===== src/rtl/seg7_scan_decoder_if.sv =====
// Output word channel of the seven-segment scan decoder.
// Carries the assembled word, its recovered pre-negation value and valid/ready.
// master: decoder side (drives word + valid); slave: consumer side (drives ready).
interface seg7_scan_decoder_if;
    logic [15:0] num_out;    // assembled word, digit i in num_out[4i+3:4i]
    logic [13:0] orig_out;   // (~num_out[13:0] + 1) mod 2^14, or 0 when negation is disabled
    logic        valid_out;  // word available, held until accepted
    logic        ready_in;   // consumer accepts when valid_out & ready_in

    modport master (
        output num_out,
        output orig_out,
        output valid_out,
        input  ready_in
    );

    modport slave (
        input  num_out,
        input  orig_out,
        input  valid_out,
        output ready_in
    );
endinterface


===== src/rtl/seg7_scan_decoder.sv =====
// Purpose: recovers 4 hex digits from a multiplexed active-low 7-seg bus into a 16-bit word.
// Latency: 2 sync + STABLE_CYCLES cycles to a digit sample; word valid 1 cycle after the digit-3 sample.
// Backpressure: none onto the scan; a word completed while one is pending is dropped and flags ovf_out.
//
// Ports:
//   clk, rst_n      clock, asynchronous active-low reset
//   an_in[3:0]      active-low digit enables (asynchronous)
//   seg_in[6:0]     active-low segments {g,f,e,d,c,b,a} (asynchronous)
//   clr_in          synchronous clear of err_out / ovf_out (a coincident set wins)
//   out_if          master: num_out, orig_out, valid_out out; ready_in in
//   err_out         sticky illegal segment code / multiple anodes flag
//   ovf_out         sticky lost-word flag
// Build option: define SEG7_DEC_NEG_EN to compute orig_out; otherwise it is tied to zero.
module seg7_scan_decoder #(
    parameter int unsigned STABLE_CYCLES = 4    // legal range 2..255
) (
    input  logic                        clk,
    input  logic                        rst_n,
    input  logic [3:0]                  an_in,
    input  logic [6:0]                  seg_in,
    input  logic                        clr_in,
    seg7_scan_decoder_if.master         out_if,
    output logic                        err_out,
    output logic                        ovf_out
);

    typedef enum logic {
        IDLE    = 1'b0,
        COLLECT = 1'b1
    } state_t;

    // The counter reaches STABLE_CYCLES-1 in the cycle it currently holds STABLE_CYCLES-2
    // and the bus is unchanged: that is the cycle in which the digit is sampled.
    localparam logic [7:0] CNT_FIRE = 8'(STABLE_CYCLES - 2);

    // ------------------------------------------------------------------
    // Input synchronizer and stability counter
    // ------------------------------------------------------------------
    logic [3:0]  an_s1, an_s2;
    logic [6:0]  seg_s1, seg_s2;
    logic [10:0] prev_q;
    logic [7:0]  cnt_q;
    logic        changed;
    logic        fire;

    always_ff @(posedge clk or negedge rst_n) begin
        if (!rst_n) begin
            an_s1  <= 4'hF;
            an_s2  <= 4'hF;
            seg_s1 <= 7'h7F;
            seg_s2 <= 7'h7F;
        end else begin
            an_s1  <= an_in;
            an_s2  <= an_s1;
            seg_s1 <= seg_in;
            seg_s2 <= seg_s1;
        end
    end

    assign changed = ({an_s2, seg_s2} != prev_q);
    assign fire    = !changed && (cnt_q == CNT_FIRE);

    // Counter saturates so a long dwell cannot wrap around and sample a second time.
    always_ff @(posedge clk or negedge rst_n) begin
        if (!rst_n) begin
            prev_q <= 11'h7FF;
            cnt_q  <= 8'd0;
        end else begin
            prev_q <= {an_s2, seg_s2};
            if (changed)
                cnt_q <= 8'd0;
            else if (cnt_q != 8'hFF)
                cnt_q <= cnt_q + 8'd1;
        end
    end

    // ------------------------------------------------------------------
    // Segment and anode decode of the synchronized bus
    // ------------------------------------------------------------------
    function automatic logic [4:0] seg_decode(input logic [6:0] s);
        case (s)
            7'b1000000: return {1'b1, 4'h0};
            7'b1111001: return {1'b1, 4'h1};
            7'b0100100: return {1'b1, 4'h2};
            7'b0110000: return {1'b1, 4'h3};
            7'b0011001: return {1'b1, 4'h4};
            7'b0010010: return {1'b1, 4'h5};
            7'b0000010: return {1'b1, 4'h6};
            7'b1111000: return {1'b1, 4'h7};
            7'b0000000: return {1'b1, 4'h8};
            7'b0010000: return {1'b1, 4'h9};
            7'b0001000: return {1'b1, 4'hA};
            7'b0000011: return {1'b1, 4'hB};
            7'b1000110: return {1'b1, 4'hC};
            7'b0100001: return {1'b1, 4'hD};
            7'b0000110: return {1'b1, 4'hE};
            7'b0001110: return {1'b1, 4'hF};
            default:    return 5'b0_0000;
        endcase
    endfunction

    logic [4:0] dec;
    logic [3:0] nib;
    logic       seg_ok;
    logic       an_blank;
    logic       an_one;
    logic [1:0] digit;

    assign dec    = seg_decode(seg_s2);
    assign seg_ok = dec[4];
    assign nib    = dec[3:0];

    always_comb begin
        an_blank = 1'b0;
        an_one   = 1'b0;
        digit    = 2'd0;
        case (an_s2)
            4'b1111: an_blank = 1'b1;
            4'b1110: begin an_one = 1'b1; digit = 2'd0; end
            4'b1101: begin an_one = 1'b1; digit = 2'd1; end
            4'b1011: begin an_one = 1'b1; digit = 2'd2; end
            4'b0111: begin an_one = 1'b1; digit = 2'd3; end
            default: ;  // two or more anodes low
        endcase
    end

    // ------------------------------------------------------------------
    // Frame FSM
    // ------------------------------------------------------------------
    state_t      state_q, state_d;
    logic [1:0]  expect_q, expect_d;
    logic [15:0] shadow_q, shadow_d;
    logic        complete;
    logic        err_set;

    always_ff @(posedge clk or negedge rst_n) begin
        if (!rst_n) begin
            state_q  <= IDLE;
            expect_q <= 2'd0;
            shadow_q <= 16'h0000;
        end else begin
            state_q  <= state_d;
            expect_q <= expect_d;
            shadow_q <= shadow_d;
        end
    end

    always_comb begin
        state_d  = state_q;
        expect_d = expect_q;
        shadow_d = shadow_q;
        complete = 1'b0;
        err_set  = 1'b0;
        if (fire && !an_blank) begin
            if (!an_one || !seg_ok) begin
                err_set = 1'b1;
                state_d = IDLE;
            end else begin
                case (state_q)
                    IDLE: begin
                        if (digit == 2'd0) begin
                            shadow_d[3:0] = nib;
                            expect_d      = 2'd1;
                            state_d       = COLLECT;
                        end
                    end
                    COLLECT: begin
                        if (digit == expect_q) begin
                            shadow_d[{digit, 2'b00} +: 4] = nib;
                            if (digit == 2'd3) begin
                                complete = 1'b1;
                                state_d  = IDLE;
                            end else begin
                                expect_d = expect_q + 2'd1;
                            end
                        end else if (digit == 2'd0) begin
                            // Out-of-order digit 0 starts a fresh frame rather than wasting a scan.
                            shadow_d[3:0] = nib;
                            expect_d      = 2'd1;
                        end else begin
                            state_d = IDLE;
                        end
                    end
                    default: state_d = IDLE;
                endcase
            end
        end
    end

    // ------------------------------------------------------------------
    // Output handoff and sticky flags
    // ------------------------------------------------------------------
    logic [15:0] num_q;
    logic        valid_q;
    logic        err_q;
    logic        ovf_q;
    logic        load;
    logic        ovf_set;

    // A completing frame may replace a word in the very cycle it is accepted.
    assign load    = complete && (!valid_q || out_if.ready_in);
    assign ovf_set = complete && valid_q && !out_if.ready_in;

    always_ff @(posedge clk or negedge rst_n) begin
        if (!rst_n) begin
            num_q   <= 16'h0000;
            valid_q <= 1'b0;
            err_q   <= 1'b0;
            ovf_q   <= 1'b0;
        end else begin
            if (load) begin
                num_q   <= shadow_d;
                valid_q <= 1'b1;
            end else if (valid_q && out_if.ready_in) begin
                valid_q <= 1'b0;
            end
            if (err_set)
                err_q <= 1'b1;
            else if (clr_in)
                err_q <= 1'b0;
            if (ovf_set)
                ovf_q <= 1'b1;
            else if (clr_in)
                ovf_q <= 1'b0;
        end
    end

`ifdef SEG7_DEC_NEG_EN
    logic [13:0] orig_q;

    always_ff @(posedge clk or negedge rst_n) begin
        if (!rst_n)
            orig_q <= 14'd0;
        else if (load)
            orig_q <= ~shadow_d[13:0] + 14'd1;
    end

    assign out_if.orig_out = orig_q;
`else
    assign out_if.orig_out = 14'd0;
`endif

    assign out_if.num_out   = num_q;
    assign out_if.valid_out = valid_q;
    assign err_out          = err_q;
    assign ovf_out          = ovf_q;

endmodule


===== src/flat_wrapper.sv =====
// flat-port wrapper written by rule: the top's interface ports become plain ports
module seg7_scan_decoder_flat 
#(
    parameter int unsigned STABLE_CYCLES = 4                         
)
  (clk, rst_n, an_in, seg_in, clr_in, err_out, ovf_out, out_if_num_out, out_if_orig_out, out_if_valid_out, out_if_ready_in);
  seg7_scan_decoder_if out_if_i ();
  input  logic clk;
  input  logic rst_n;
  input  logic [3:0] an_in;
  input  logic [6:0] seg_in;
  input  logic clr_in;
  output logic err_out;
  output logic ovf_out;
  output wire logic [$bits(out_if_i.num_out)-1:0] out_if_num_out;
  output wire logic [$bits(out_if_i.orig_out)-1:0] out_if_orig_out;
  output wire logic [$bits(out_if_i.valid_out)-1:0] out_if_valid_out;
  input wire logic [$bits(out_if_i.ready_in)-1:0] out_if_ready_in;
  assign out_if_num_out = out_if_i.num_out;
  assign out_if_orig_out = out_if_i.orig_out;
  assign out_if_valid_out = out_if_i.valid_out;
  assign out_if_i.ready_in = out_if_ready_in;
  seg7_scan_decoder #(.STABLE_CYCLES(STABLE_CYCLES)) u_core (.clk(clk), .rst_n(rst_n), .an_in(an_in), .seg_in(seg_in), .clr_in(clr_in), .out_if(out_if_i), .err_out(err_out), .ovf_out(ovf_out));
endmodule

===== config.mk =====
export PLATFORM = sky130hd
export DESIGN_NAME = seg7_scan_decoder_flat
export DESIGN_NICKNAME = d
export VERILOG_FILES = /design/src/rtl/seg7_scan_decoder_if.sv /design/src/rtl/seg7_scan_decoder.sv /design/src/flat_wrapper.sv
export SDC_FILE = /design/constraint.sdc
export NUM_CORES = 1
export LEC_CHECK = 0
export CELL_PAD_IN_SITES_DETAIL_PLACEMENT = 0
export CELL_PAD_IN_SITES_GLOBAL_PLACEMENT = 1
export CORE_ASPECT_RATIO = 0.8
export CORE_MARGIN = 3
export CORE_UTILIZATION = 38
export CTS_CLUSTER_SIZE = 40
export DETAILED_ROUTE_END_ITERATION = 10
export DONT_BUFFER_PORTS = 1
export HOLD_SLACK_MARGIN = 0.06
export PLACE_DENSITY_LB_ADDON = 0.05
export SYNTH_ARGS = -nofsm -noshare
export SYNTH_HDL_FRONTEND = slang
export SYNTH_SLANG_ARGS = --single-unit

===== constraint.sdc =====
create_clock -name clk -period 5.4 [get_ports clk]
set_input_delay 0.54 -clock clk [delete_from_list [all_inputs] [get_ports clk]]
set_output_delay 0.54 -clock clk [all_outputs]
set_load 0.01 [all_outputs]

Yosys cells after proc, flatten, opt, wreduce, memory -nomap -nowiden. Index checks and enable logic that the tools add are counted.

Flip-flop bits (word level): 79. Bits of input ports: 15. Output and inout bits: 33. Word-level logic and storage cells: 103.

Add/subtract/negate cells: 3. Equality and inequality tests: 26. Shift operators: 2. Mux-type cells: 35. Bitwise logic cells: 2. Reductions and logical operators: 22.

Operator list (number): case mux 5 bit (16 select lines) (1); 2-to-1 mux 16 bit (2); equality test 7 bit, second input constant (4); 2-to-1 mux 12 bit (2); equality test 7 x 5 -> 1 bit, second input constant (3); equality test 7 x 6 -> 1 bit, second input constant (3); 2-to-1 mux 1 bit (18); bitwise mux 16 bit (1); equality test 4 bit, second input constant (4); 2-to-1 mux 8 bit (2); variable shift 4 x 6 -> 16 bit, first input constant (1); indexed part select 4 x 6 -> 16 bit (1); equality test 7 x 2 -> 1 bit, second input constant (2); equality test 7 x 4 -> 1 bit, second input constant (2); != test 11 bit (1); adder 8 x 1 -> 8 bit, second input constant (1); equality test 8 x 2 -> 1 bit, second input constant (1); 2-to-1 mux 4 bit (2); != test 8 bit, second input constant (1); case mux 4 bit (2 select lines) (1); nonzero test 2 bit (4); equality test 7 x 3 -> 1 bit, second input constant (1); zero test 7 bit (1); logical AND 1 bit (6); 16 further kinds (25).

Logic depth before layout (Yosys ltp).
Word-level depth: 11. Gate-level depth with buffers: 10. Mapped depth without buffers: 9.

Worst setup path before layout. Ideal clock, no wire load.

Kind: register to register. Start point: reg u_core.seg_s2[4]. End point: reg u_core.num_q[6] (netlist: u_core.out_if.num_out[6]). Arrival time: 2270 ps. Slack: 3005 ps. Stages on the path, launching flop included: 8. Path buffers: 2. Clock period less this slack: 2395 ps. Path through: dfstp_2 > buf_2 > xnor2_1 > nand4_1 > or3_4 > clkbuf_1 > nor4_4 > mux2_2.

Cells in the longest elaborated chain, start to end: 8. Elaborated cells between the ends (all ways): 32.

RTL lines: start, declared (line seg7_scan_decoder.sv:40) `logic [6:0] seg_s1, seg_s2;`; start signal, assigned (line seg7_scan_decoder.sv:56) `seg_s2 <= seg_s1;`; equality test 7 x 4 -> 1 bit, or another cell as far along (line seg7_scan_decoder.sv:81) `case (s)`; case mux 5 bit (16 select lines) (line seg7_scan_decoder.sv:81); indexed part select 4 x 6 -> 16 bit (line seg7_scan_decoder.sv:169) `shadow_d[{digit, 2'b00} +: 4] = nib;`; bitwise mux 16 bit (line seg7_scan_decoder.sv:169); 2-to-1 mux 12 bit (line seg7_scan_decoder.sv:168) `if (digit == expect_q) begin`; 2-to-1 mux 12 bit (line seg7_scan_decoder.sv:159) `case (state_q)`; 2-to-1 mux 16 bit (line seg7_scan_decoder.sv:155) `if (!an_one || !seg_ok) begin`; 2-to-1 mux 16 bit (line seg7_scan_decoder.sv:154) `if (fire && !an_blank) begin`; end signal, assigned (line seg7_scan_decoder.sv:212) `num_q <= shadow_d;`; end, declared (line seg7_scan_decoder.sv:193) `logic [15:0] num_q;`.

Several ways; a longest one is shown, not always the timed one. A chain may end at the register's enable or synchronous reset.

Worst setup path after layout.
Start point: reg u_core.an_s2[3]. End point: reg u_core.num_q[5] (netlist: u_core.out_if.num_out[5]).

Cells in the longest elaborated chain, start to end: 9. Elaborated cells between the ends (all ways): 32.

RTL lines: start, declared (line seg7_scan_decoder.sv:39) `logic [3:0] an_s1, an_s2;`; start signal, assigned (line seg7_scan_decoder.sv:54) `an_s2 <= an_s1;`; equality test 4 x 3 -> 1 bit or equality test 4 bit (tied branches) (line seg7_scan_decoder.sv:117) `case (an_s2)`; case mux 2 bit (3 select lines) (line seg7_scan_decoder.sv:117); negation 4 -> 6 bit or equality test 2 bit (tied branches) (line seg7_scan_decoder.sv:169, seg7_scan_decoder.sv:170); indexed part select 4 x 6 -> 16 bit, or another cell as far along (line seg7_scan_decoder.sv:169); bitwise mux 16 bit or 2-to-1 mux 1 bit (tied branches) (line seg7_scan_decoder.sv:169, seg7_scan_decoder.sv:168); 2-to-1 mux 12 bit or 2-to-1 mux 1 bit (tied branches) (line seg7_scan_decoder.sv:168, seg7_scan_decoder.sv:159); 2-to-1 mux 12 bit or 2-to-1 mux 1 bit (tied branches) (line seg7_scan_decoder.sv:159, seg7_scan_decoder.sv:155); 2-to-1 mux 16 bit or 2-to-1 mux 1 bit (tied branches) (line seg7_scan_decoder.sv:155, seg7_scan_decoder.sv:154); 2-to-1 mux 16 bit or logical AND 1 bit (tied branches) (line seg7_scan_decoder.sv:154, seg7_scan_decoder.sv:201).

Several ways; a longest one is shown, not always the timed one.

==> results by group <==
Synth
  • EDFF count, synth: 0
  • #FFs+latches synth: 75
  • Netlist cell types: 64
  • Cell area after synthesis: between 3000 and 4000 um^2
  • Post-synthesis cell count: ~330
  • Syn Area/Cell: roughly 11 um^2
  • Sequential fraction of the synthesis area: 51.4%
  • Primary FF master, synth: dfrtp_1
  • YS warnings: 0
  • Share of synthesized flip-flops with an asynchronous set or reset: 100%

Clock network
  • PostCTS Resize Cnt: 0
  • Worst-Skew Late Latency: 0.33 ns
  • Clock buffer depth: 2
  • Clk pin slew, worst setup/hold paths: approximately 0.06 ns
  • CTS tree: yes
  • H-Tree Depth: 3
  • Inserted Clock Buffers: 9
  • Clk sinks: 75
  • CTS root buffer: clkbuf_16

STA
  • Worst Tran Pin Value: between 0.7 and 0.8 ns
  • Tmin final: about 2.8 ns
  • Final hold violations: 0
  • Max frequency: roughly 350 MHz
  • Max-slew violation count: 0
  • Period utilisation layout: 52.2%
  • Setup ws final: around 2.6 ns
  • Unrepaired setup endpoints after global routing: false
  • Worst slew margin: between 50% and 60%
  • TNS Setup: 0 ns
  • Endpoints failing setup: 0
  • Post-route clock skew: 0.00633 ns

GRT
  • Most used routing layer: met1
  • GRT Residual Overflow: 0
  • GRT met1 Usage: between 20% and 30%
  • Vias in the first global route: 2238
  • Met2 Usage GRT: approximately a fifth
  • Global-route wire length before repair: 11.9 mm
  • Tot GR Track Use: between 10% and 20%
  • Initial antenna violation count: 0
  • Largest net degree at the start of global routing: between 70 and 80
  • Met3 usage: between 4 and 5%

Worst setup path
  • Required time of the critical path: between 5 and 6 ns
  • Critical Path Stages: 6
  • Reg2Reg Setup Slack: approximately 2.6 ns
  • CP bufs+invs: 0
  • Critical path capture point type: register
  • Critical path arrival: 3.03 ns
  • Worst Path Max Fanout: 11
  • Type of origin of the critical path: register
  • Critical path class: register to register
  • FF-to-FF path depth: 6
  • CP max-delay cell: dfstp_2
  • Crit-path max cell delay: about 0.63 ns
  • Top delay family on crit path: simple AND/OR/NAND/NOR gates
  • CP cell instances: xnor2_1 > or3_4 > a22oi_4 > nand3_2 > nor3b_2 > mux2_2

Floorplanning
  • Starting Density: between 40% and 50%
  • I/O pins: 48
  • Chip Width: approximately 120 um
  • Vert. Die Dim: around 95 um
  • Die area: around 11000 um^2
  • Core Box Area: 9310 um^2
  • Site Rows: 31

Routing
  • Final ANT Viol Nets: 0
  • DRT iter0 DRCs: roughly 110
  • Vias after detailed routing: approximately 2300
  • Wirelength, routed: between 7 and 8 mm
  • Wire per inst: between 15 and 20 um
  • Via density per instance: roughly 5.2
  • Drt pass-1 iters: 4
  • DRC violations left: 0

Pwr
  • Cell Pwr Density: 308 nW/um^2
  • Static leakage: around 1.8 nW
  • Total power: around 1.2 mW
  • Peak supply drop: around 0.00018 V

Final layout
  • ANT cells: 0
  • Fraction of layout cells with a size suffix above 1: 20.0%
  • Commonest non-fill, non-tap cell in the layout: dfrtp_1
  • Nets: between 300 and 400
  • Commonest cells after routing, fill and taps aside: dfrtp_1 (42), dfstp_2 (33), nand2_1 (27)
  • Area growth from synthesis to layout: 8.52%

Place
  • Placement Setup Slack: between 2 and 3 ns
  • PortBufs: 0
  • RePlAce Congestion: between 0.7 and 0.8
  • HPWL Detailed: 4.97 mm

Run
  • Max Cap Viol: 0

Run status
  • Run status: complete, no violations

Hold path
  • HP Class: primary input to async pin
## routing by layer
metal	vias up	routed length, um
li1	1143	-
met1	1107	3870
met2	64	2960
met3	11	366
met4	0	117
met5	-	0
## Yosys cell counts (all sizes together), types with 6 or more instances
library cell  count  area (um^2)
a211oi            6         45.0
and2              7         43.8
and3              6         37.5
buf              29          196
dfrtp            42         1050
dfstp            33          867
ha                6         75.1
inv              15         56.3
mux2             10          113
mux2i             6         60.1
nand2            27          101
nand3            10         55.1
nor2             14         71.3
nor3             12         65.1
o21ai            11         55.1
xnor2            14          123
## cells by family (layout without fill, tap and decap cells)
group / count (synthesis) / count (layout) / synth area share, %
xor gates and xnor gates: 17 / 17 / 3.99
other: 1 / 14 / 0.101
DFF: 75 / 75 / 51.4
muxes: 16 / 16 / 4.63
buffers and inverters: 46 / 32 / 6.98
adders and majority gates: 6 / 6 / 2.01
AOI/OAI and AO/OA: 60 / 60 / 12.3
and+or+nand+nor: 110 / 110 / 18.5
## repair_timing
item | 4_1_cts | 5_1_grt
endpoints found under the hold margin | 75 | 0
hold buffers | 1 | 0
buffers inserted | 0 | 0
## power breakdown
group	total, mW	leakage [nW]	switching (mW)	internal, mW
logic	0.0581	0.734	0.0374	0.0207
clock network	0.585	0.150	0.218	0.366
registers	0.603	0.918	0.0170	0.586
## area by class of cell
| type | count | area (um^2) |
|---|---|---|
| timing repair buffer | 1 | 27.5 |
| clock buffer | 13 | 283 |
| tap | 115 | 144 |
| inverter | 15 | 56.3 |
| clock inverter | 3 | 18.8 |
| fill | 885 | 5260 |
| multi-input combinational | 223 | 1600 |
| sequential | 75 | 1920 |
## sequential cells by signal (all words and copies together) (netlist names), 4 cells and up
signal	cells
u_core.seg_s1	7
u_core.cnt_q	8
u_core.an_s2	4
u_core.shadow_q	12
u_core.seg_s2	7
u_core.an_s1	4
u_core.prev_q	11
u_core.out_if.num_out	16
## worst paths after layout
check	startpoint	endpoint
worst max register to register	u_core.an_s2[3]	u_core.out_if.num_out[5]
worst min-delay path	rst_n	u_core.cnt_q[6]
worst min register to register	u_core.an_s1[1]	u_core.an_s2[1]
min in group clk	seg_in[1]	u_core.seg_s1[1]
worst max-delay path	u_core.an_s2[3]	u_core.out_if.num_out[5]
max in group asynchronous	rst_n	u_core.prev_q[2]
## through the flow
stage               utilization (%)  cell area (um^2)  cells  hold WS (ns)
finish                         43.5              4050    445        0.0700
global route                   43.5              4050    445         0.114
CTS                            43.5              4050    445         0.105
detailed placement             40.0              3720    428         0.247
global placement               40.0              3720    428         0.246
floorplan                         -              3780    344         0.244
No activity file was read; power rests on OpenSTA's default activity.
